File: src/rtl/cnt_rate_meter.sv
// Rate meter for a Gray-coded counter from a foreign clock domain: synchronises and
// decodes the count, reports its advance per WINDOW local cycles, and tracks the peak.
module cnt_rate_meter #(
  parameter int CNT_W       = 8,
  parameter int WINDOW      = 256,
  parameter int SYNC_STAGES = 2
) (
  input  logic             clk,
  input  logic             rst,
  input  logic             en,
  input  logic             clr_max,
  input  logic [CNT_W-1:0] cnt_gray,
  output logic [CNT_W-1:0] rate,
  output logic             rate_valid,
  output logic [CNT_W-1:0] rate_max,
  output logic             busy
);

  localparam int              WC_W     = $clog2(WINDOW);
  localparam logic [WC_W-1:0] WIN_LAST = WC_W'(WINDOW - 1);

  typedef enum logic [1:0] {IDLE = 2'd0, PRIME = 2'd1, MEASURE = 2'd2} state_e;

  logic [SYNC_STAGES-1:0][CNT_W-1:0] sync_q, sync_d;
  logic [CNT_W-1:0] cnt_bin_q, cnt_bin_d;
  logic [CNT_W-1:0] base_q, base_d;
  logic [WC_W-1:0]  win_cnt_q, win_cnt_d;
  logic [CNT_W-1:0] rate_q, rate_d;
  logic             rate_valid_q, rate_valid_d;
  logic [CNT_W-1:0] rate_max_q, rate_max_d;
  logic             busy_q, busy_d;
  state_e           state_q, state_d;
  logic [CNT_W-1:0] sync_last, delta;

  // Stage 0 captures the asynchronous input; only the last stage is decoded.
  always_comb begin
    sync_d    = {sync_q[SYNC_STAGES-2:0], cnt_gray};
    sync_last = sync_q[SYNC_STAGES-1];
    cnt_bin_d = '0;
    for (int i = 0; i < CNT_W; i++) cnt_bin_d[i] = ^(sync_last >> i);
    delta     = cnt_bin_q - base_q;
  end

  always_comb begin
    state_d      = state_q;
    base_d       = base_q;
    win_cnt_d    = win_cnt_q;
    rate_d       = rate_q;
    rate_valid_d = 1'b0;
    rate_max_d   = rate_max_q;
    case (state_q)
      IDLE: begin
        win_cnt_d = '0;
        if (en) state_d = PRIME;
      end
      PRIME: begin
        base_d    = cnt_bin_q;
        win_cnt_d = '0;
        state_d   = en ? MEASURE : IDLE;
      end
      MEASURE: begin
        // A terminal count still reports even if en drops in the same cycle.
        if (win_cnt_q == WIN_LAST) begin
          rate_d       = delta;
          base_d       = cnt_bin_q;
          win_cnt_d    = '0;
          rate_valid_d = 1'b1;
        end else begin
          win_cnt_d = win_cnt_q + 1'b1;
        end
        if (!en) begin
          state_d   = IDLE;
          win_cnt_d = '0;
        end
      end
      default: state_d = IDLE;
    endcase
    // Peak tracks the rate being presented; clr_max during that pulse restarts from it.
    if (rate_valid_q) begin
      if (clr_max || (rate_q > rate_max_q)) rate_max_d = rate_q;
    end else if (clr_max) begin
      rate_max_d = '0;
    end
    busy_d = (state_d != IDLE);
  end

  always_ff @(posedge clk or posedge rst) begin
    if (rst) begin
      sync_q       <= '0;
      cnt_bin_q    <= '0;
      base_q       <= '0;
      win_cnt_q    <= '0;
      rate_q       <= '0;
      rate_valid_q <= 1'b0;
      rate_max_q   <= '0;
      busy_q       <= 1'b0;
      state_q      <= IDLE;
    end else begin
      sync_q       <= sync_d;
      cnt_bin_q    <= cnt_bin_d;
      base_q       <= base_d;
      win_cnt_q    <= win_cnt_d;
      rate_q       <= rate_d;
      rate_valid_q <= rate_valid_d;
      rate_max_q   <= rate_max_d;
      busy_q       <= busy_d;
      state_q      <= state_d;
    end
  end

  assign rate       = rate_q;
  assign rate_valid = rate_valid_q;
  assign rate_max   = rate_max_q;
  assign busy       = busy_q;

endmodule

File: config.mk
export PLATFORM = sky130hd
export DESIGN_NAME = cnt_rate_meter
export DESIGN_NICKNAME = d
export VERILOG_FILES = /design/src/rtl/cnt_rate_meter.sv
export SDC_FILE = /design/constraint.sdc
export NUM_CORES = 1
export LEC_CHECK = 0
export BUFFER_PORTS_ARGS = -buffer_cell sky130_fd_sc_hd__buf_2
export CORE_ASPECT_RATIO = 1.4
export CORE_MARGIN = 2
export CORE_UTILIZATION = 54
export CTS_BUF_LIST = sky130_fd_sc_hd__clkbuf_4
export DETAILED_ROUTE_END_ITERATION = 16
export HOLD_SLACK_MARGIN = 0.1
export PLACE_DENSITY_LB_ADDON = 0.2
export REMOVE_ABC_BUFFERS = 1
export SETUP_SLACK_MARGIN = 0.05
export SLEW_MARGIN = 20
export SYNTH_ARGS = -nofsm -noshare
export SYNTH_HDL_FRONTEND = slang
export SYNTH_SLANG_ARGS = --single-unit
File: constraint.sdc
create_clock -name clk -period 5.1 [get_ports clk]
set_clock_uncertainty 0.1 [all_clocks]
set_input_delay 1.02 -clock clk [delete_from_list [all_inputs] [get_ports clk]]
set_output_delay 1.02 -clock clk [all_outputs]
set_load 0.01 [all_outputs]
# After elaboration in Yosys (flattened, before gate mapping)
# Cells that the tools add are included.
word_totals:
  ff_bits: 60
  elab_cells: 50
op_classes:
  magnitude_cmp: 1
  mux: 14
  eq_ne: 5
  add_sub_neg: 2
  n_reduce_logical: 18
op_table:
  columns: ["operator", "n"]
  rows:
  - ["$reduce_xor A8 Y1", 8]
  - ["$mux W8", 6]
  - ["$pmux W8 S2", 2]
  - ["$add A8 B1 Y8 const B", 1]
  - ["$eq A8 B8 Y1 const B", 1]
  - ["$gt A8 B8 Y1", 1]
  - ["$reduce_bool A2 Y1", 4]
  - ["$sub A8 B8 Y8", 1]
  - ["$mux W2", 3]
  - ["$pmux W2 S3", 1]
  - ["$reduce_and A2 Y1", 3]
  - ["$eq A2 B1 Y1 const B", 1]
  - ["$eq A2 B2 Y1 const B", 1]
  - ["$logic_not A2 Y1", 1]
  - ["$mux W1", 2]
  - ["$ne A2 B1 Y1 const B", 1]
  - ["$ne A2 B2 Y1 const B", 1]
  - ["$reduce_or A2 Y1", 1]
  - ["$logic_or A1 B1 Y1", 1]

# Logic depth before layout (Yosys ltp)
# Gate-level depths: netlist (run 1).
logic_depth:
  word_depth: 4
  mapped_depth: 8
  ltp_nobuf: 8

# Least setup slack after synthesis (run 1)
# No wires, ideal clock.
synth_path:
  path_kind: "input port to flip-flop"
  startpoint: "input port clr_max"
  endpoint: "register rate_max_q[0], in the netlist rate_max[0]"
  path_slack_ns: 2.820
  arrival_time_ns: 2.018
  cell_stages: 3
  required_ns: 4.838
  path_cell_list: "buf_1 -> a2111oi_2 -> o32ai_1"
synth_via:
  elab_chain_cells: 3
  elab_cells_between_ends: 4
  classes_between: "eq/ne (1); reduce/logical (3)"
synth_lines:
  columns: ["element", "line_no", "rtl"]
  rows:
  - ["start, declared", "11", "input logic clr_max,"]
  - ["$logic_or A1 B1 Y1", "80", "if (clr_max || (rate_q > rate_max_q)) rate_max_d = rate_q;"]
  - ["$ne A2 B1 Y1 (no line)", null, null]
  - ["$reduce_and A2 Y1 (no line) (*)", null, null]
  - ["end signal, assigned", "105", "rate_max_q <= rate_max_d;"]
  - ["end, declared", "30", "logic [CNT_W-1:0] rate_max_q, rate_max_d;"]
# Mark *: on every way between the ends. The rest lies on a longest branch, timed or not.
# A chain may end at the register's enable or synchronous reset.

# Worst setup path after layout (run 1)
layout_path:
  startpoint: "register win_cnt_q[0]"
  endpoint: "register base_q[5]"
layout_via:
  elab_chain_cells: 3
layout_lines:
  columns: ["element", "line_no", "rtl"]
  rows:
  - ["start, declared", "27", "logic [WC_W-1:0] win_cnt_q, win_cnt_d;"]
  - ["start signal, assigned", "102", "win_cnt_q <= win_cnt_d;"]
  - ["$eq A8 B8 Y1", "63", "if (win_cnt_q == WIN_LAST) begin"]
  - ["$ne A2 B2 Y1 (no line)", null, null]
  - ["$reduce_and A2 Y1 (no line)", null, null]
  - ["end signal, assigned", "101", "base_q <= base_d;"]
  - ["end, declared", "26", "logic [CNT_W-1:0] base_q, base_d;"]
# No other way between the ends.

==> results of run 1 <==
==> cells by family after synthesis <==
kind of cell / after synthesis
compound gates: 52
fa+ha+maj: 17
xor+xnor: 12
simple gates: 61
buf+inv: 26
mux: 8
flops: 60
==> cell usage in the layout (no fill, tap or decap), types with 7 or more instances in the layout <==
cell	n
nand2_1	21
inv_1	20
o21ai_0	15
o32ai_1	8
dfrtp_1	60
ha_1	16
nand2b_1	14
a21oi_1	8
mux2_2	7
clkbuf_4	9
buf_2	29
==> state kept, by name (all words and copies together), names as in the netlist <==
name and count:
base_q 8, sync_d 8, cnt_bin_q 8, sync_last 8, busy 1, state_q 2, rate_max 8, rate_valid 1
rate 8, win_cnt_q 8
==> power by group <==
group / internal [W] / leakage [nW] / switching [W]
logic: 0.000126 / 0.629 / 0.000147
clock network: 0.000152 / 0.0802 / 0.000183
registers: 0.000527 / 0.760 / 0.0000307
==> per-stage QoR <==
stage / setup slack (ns) / power, W / area [um^2] / hold slack, ns / instances
floorplan: 2.50 / 0.000780 / 2690 / 0.231 / 231
global route: 2.52 / 0.00125 / 3060 / 0.266 / 341
finish: 2.69 / 0.00116 / 3060 / 0.257 / 341
detailed placement: 2.66 / 0.000843 / 2920 / 0.236 / 325
CTS: 2.67 / 0.00118 / 3060 / 0.260 / 341
global placement: 2.68 / 0.000835 / 2920 / 0.231 / 325
==> layer usage <==
layer | vias to the layer above | share of wire (%)
met5 | - | 0
met1 | 863 | 42
met3 | 8 | 3.0
met4 | 0 | 1.9
li1 | 895 | -
met2 | 39 | 53
==> worst reg2reg max path: cells and delay by family (launching register included) <==
kind / cells / cell delay [ns]
adders and majority gates: 1 / 0.22
DFF: 1 / 0.41
muxes: 1 / 0.37
and+or+nand+nor: 4 / 1.23
==> area by class of cell <==
class / instances / area (um^2) / area share, %
flip-flops and latches: 60 / 1500 / 49.1
multi-input cells: 150 / 1100 / 36.1
repair buffers: 30 / 153 / 4.99
well taps: 64 / 80.1 / 2.62
inverters: 21 / 78.8 / 2.58
clock inverters: 7 / 75.1 / 2.45
clock buffers: 9 / 67.6 / 2.21
==> how the worst max path moves through the flow <==
stage / start / slack [ns] / depth (start not counted) / endpoint
floorplan: rst / 2.50 / 1 / base_q[0]
global placement: clr_max / 2.68 / 3 / rate_max[5]
detailed placement: clr_max / 2.66 / 3 / rate_max[4]
CTS: win_cnt_q[0] / 2.67 / 6 / base_q[5]
global route: rate[1] / 2.52 / 6 / rate_max[7]
finish: win_cnt_q[0] / 2.69 / 6 / base_q[5]
==> cell usage after synthesis <==
| cell type | instances |
|---|---|
| dfrtp_1 | 60 |
| inv_1 | 21 |
| nand2_1 | 21 |
| ha_1 | 16 |
| o21ai_0 | 15 |
| nand2b_1 | 14 |
| a21oi_1 | 8 |
| o32ai_1 | 8 |
| mux2_2 | 7 |
| nor2b_1 | 6 |
| xor2_1 | 6 |
| nand3_1 | 5 |
| xnor2_1 | 5 |
| and3_1 | 4 |
| o31ai_1 | 4 |
| a21o_1 | 3 |
| clkbuf_1 | 3 |
| o211ai_1 | 3 |
| o21a_1 | 3 |
| a211oi_1 | 2 |
| nand4_1 | 2 |
| nor2_1 | 2 |
| nor3_1 | 2 |
| a2111oi_2 | 1 |
| a211o_1 | 1 |
| a21boi_0 | 1 |
| a22oi_1 | 1 |
| and2_1 | 1 |
| buf_1 | 1 |
| buf_2 | 1 |
| fa_1 | 1 |
| mux2i_1 | 1 |
| nand2_2 | 1 |
| nand3_2 | 1 |
| o311ai_1 | 1 |
| o31a_1 | 1 |
| or3_1 | 1 |
| or4_1 | 1 |
| xor3_2 | 1 |
==> impl_metrics.toml, run 1 <==
[synthesis]
synth_top_family_by_area = "compound AO/OA/AOI/OAI gates"
synth.area.top_cells = "dfrtp_1 (56%), ha_1 (7.4%), nand2b_1 (3.2%)"
ys_warn_count = 0
synth_compound_area_share_pct = 13.1
yosys.area.top_type_share_pct = 55.5
synth_largest_area_cell = "dfrtp_1"
synth-simple-area-share_pct = 11.8
syn_area_um2 = 2710
synth.distinct_cells = 39
synthAdderAreaFrac_pct = 8.14
ys_seq_elements = 60
synth_mux_area_share_pct = 3.28
synthCells = 236
avgSynthCellArea_um2 = 11.5
yosys.area_share.xor_xnor_pct = 4.49
yosysSeqAreaShare_pct = 55.5

[layout]
nets = 301
area_growth_pct = 13.1
drive_gt1_share_pct = 20.9
fill_cells = 405
n_antenna_cell = 0
final_util_pct = 63.2

[clock_tree]
post_cts_buffers = 0
cts.repair.resized = 0
clkSinkCount = 60
numCtsBuffers = 9
clkSlewWorstSetupHoldPaths_ns = 0.10
cts_max_level = 3
insertion_delay_ns = 0.39
hold_buffers = 0
cts.path.max_buffers = 2
cts_tree = "yes"
root_buffer = "clkbuf_4"

[global_route]
met3_usage_pct = 4.63
grt.overflow.total = 0
met2_usage_pct = 32.2
track_usage_pct = 18.5
grt_pass1_wl_um = 7760
grt-busiest-layer = "met2"
grt_util_met1_pct = 20.6
grt_max_degree = 61
grt_pass1_vias = 1788
antenna_found_initial = 0

[floorplan]
die-area_um2 = 5600
start_util_pct = 55.9
core-area_um2 = 4840
die_y_um = 87.7
ios = 30
die_x_um = 63.8
row_count = 30

[routing]
drt_iter0_drc = 53
avgViaCountPerCell = 5.29
via_count = 1805
postRouteAntennaNets = 0
wl_per_cell_um = 13.0
wl_um = 4440
drtPass1Iterations = 4
drc = 0

[place]
place_hpwl_um = 3220
gp_congestion = 0.832
io_buffers = 29

[hold_path]
hold_end = "sync_last[0]"
min_path_cells = 0
hold_path.class = "flop to flop"
hold_start = "sync_d[8]"

[setup_path]
reg2reg_depth = 6
endpoint_kind = "flop"
max_stage_delay_ns = 0.62
crit_slowest_cell = "or3_1"
critPathBufInv = 0
worstSetupStartpointType = "flop"
crit_fanout = 18
crit_chain = "ha_1 -> and3_1 -> nand3_2 -> or3_1 -> nand2_2 -> mux2_2"
rrSetupSlack_ns = 2.69
crit_required_ns = 5.28
r2r-start = "win_cnt_q[0]"
cpLargestDelayFamily = "simple AND/OR/NAND/NOR gates"
worstSetupPathType = "flop to flop"
crit_arrival_ns = 2.60
crit-reg2reg-capture = "base_q[5]"

[status]
status = "complete, no violations"

[timing]
period_share_pct = 47.3
hold_viol_final = 0
tightest_slew_ns = 0.940
fin_crit_ns = 2.41
drv_slew = 0
setup_viol = 0
fmax_mhz = 414
grt_setup_unrepaired = "no"
setup_tns_ns = 0
slew_headroom_pct = 36.3

[pwr]
power_leakage_nw = 1.47
powerDensity_nw_per_um2 = 381
peakVddDrop_v = 0.000231

[job]
cap_violations = 0
No activity file was read; power rests on OpenSTA's default activity.
==> inputs of run 2 (changes only) <==
==> constraint.sdc (replaced) <==
create_clock -name clk -period 2.35 [get_ports clk]
set_clock_uncertainty 0.1 [all_clocks]
set_input_delay 0.47 -clock clk [delete_from_list [all_inputs] [get_ports clk]]
set_output_delay 0.47 -clock clk [all_outputs]
set_load 0.01 [all_outputs]
==> run 2 against run 1 <==
Net effect: clock power rose by 110%; first-iteration DRC count fell by 7.5%; maximum frequency rose by 12%; worst setup slack got worse by 2.5 ns; sequential power rose by 120%; count of clock-buffer cells in the layout did not move; highest routed layer unchanged.
==> impl_metrics.toml, run 2 (same netlist as run 1, synthesis figures left out) <==
[global_route]
grt_pass1_wl_um = 7800
grt_pass1_vias = 1801
met2_usage_pct = 33.9
grt_util_met1_pct = 19.4
track_usage_pct = 18.6
grt-busiest-layer = "met2"
antenna_found_initial = 0
grt.overflow.total = 0
met3_usage_pct = 3.08
grt_max_degree = 25

[setup_path]
worstSetupPathType = "flop to flop"
r2r-start = "win_cnt_q[0]"
worstSetupStartpointType = "flop"
crit_fanout = 9
crit_arrival_ns = 2.40
reg2reg_depth = 6
crit_path_start = "win_cnt_q[0]"
rrSetupSlack_ns = 0.19
endpoint_kind = "flop"
crit-reg2reg-capture = "rate[7]"
crit_required_ns = 2.59

[timing]
setup_tns_ns = 0
setup_viol = 0
drv_slew = 0
grt_setup_unrepaired = "no"
slew_headroom_pct = 68.5
fmax_mhz = 462
fin_crit_ns = 2.16
tightest_slew_ns = 0.466
hold_viol_final = 0
period_share_pct = 92.0

[floorplan]
ios = 30
die-area_um2 = 5600
start_util_pct = 55.9
row_count = 30
die_y_um = 87.7
core-area_um2 = 4840
die_x_um = 63.8

[routing]
drc = 0
avgViaCountPerCell = 5.27
via_count = 1865
postRouteAntennaNets = 0
wl_per_cell_um = 12.7
drtPass1Iterations = 4
drt_iter0_drc = 49
wl_um = 4490

[layout]
mostFrequentLayoutCells = "dfrtp_1 (60), buf_2 (29), nand2_1 (21), inv_1 (20), ha_1 (16)"
final_area_um2 = 3190
fin_cells = 354
area_growth_pct = 17.9
nets = 314
final_util_pct = 65.8
layout_commonest_cell = "dfrtp_1"
n_antenna_cell = 0
drive_gt1_share_pct = 21.7

[pwr]
powerDensity_nw_per_um2 = 796
peakVddDrop_v = 0.000493
power_leakage_nw = 1.52

[clock_tree]
root_buffer = "clkbuf_4"
clkSinkCount = 60
cts.path.max_buffers = 2
clkSlewWorstSetupHoldPaths_ns = 0.10
cts_max_level = 3
cts_tree = "yes"
numCtsBuffers = 9
insertion_delay_ns = 0.40

[place]
io_buffers = 29
place_hpwl_um = 3400
place_inst = 329
dpl_cell_area_um2 = 2950
gp_congestion = 0.901

[hold_path]
min_path_cells = 2
hold_start = "en"
hold_path.class = "input pin to flop"
hold_end = "busy"

[job]
cap_violations = 0

[status]
status = "complete, no violations"
[run 2: worst max-delay path by stage]
stage                     slack, ns  depth (start not counted)   endpoint
after floorplan                0.15                          6    rate[7]
after global placement         0.18                          6    rate[7]
after detailed placement       0.13                          6  base_q[3]
after CTS                      0.11                          6  base_q[3]
after global routing           0.07                          6    rate[7]
final                          0.19                          6    rate[7]
[run 2: repair_timing]
action / CTS / global route
buffers inserted: 0 / 0
gates resized for setup: 0 / 1
hold endpoints to repair: 30 / 0
hold buffers: 9 / 0
setup endpoints to repair: 0 / 8
[run 2: stage by stage]
| step | total power [W] | hold slack (ns) | setup slack [ns] |
|---|---|---|---|
| after floorplan | 0.00169 | 0.231 | 0.154 |
| after global placement | 0.00182 | 0.232 | 0.175 |
| after detailed placement | 0.00184 | 0.238 | 0.134 |
| after CTS | 0.00258 | 0.201 | 0.107 |
| after global routing | 0.00273 | 0.240 | 0.0708 |
| final | 0.00254 | 0.233 | 0.187 |
[run 2: cell type report]
type	instances	area (um^2)
well taps	64	80.1
inverters	21	78.8
flip-flops and latches	60	1500
fillers	403	1650
repair buffers	43	273
multi-input cells	150	1110
clock inverters	7	77.6
clock buffers	9	67.6
[run 2: report_power, final]
| group | leakage (nW) | internal (W) | total, W | switching, W |
|---|---|---|---|---|
| Sequential | 0.760 | 0.00114 | 0.00121 | 0.0000653 |
| Clock | 0.0761 | 0.000328 | 0.000720 | 0.000392 |
| Combinational | 0.687 | 0.000282 | 0.000607 | 0.000325 |
[run 2: critical path, cell delays in order, from the launching register on]
cell and delay [ns]:
dfrtp_1 0.41, ha_1 0.22, and3_1 0.20, nand3_2 0.11
or3_4 0.45, or4_1 0.53, nand3_1 0.09
[run 2: layer usage]
layer  wire length (um)  part of all wire (%)
met1               1780                    40
met2               2460                    55
met3                100                   2.2
met5                  0                     0
met4                143                   3.2
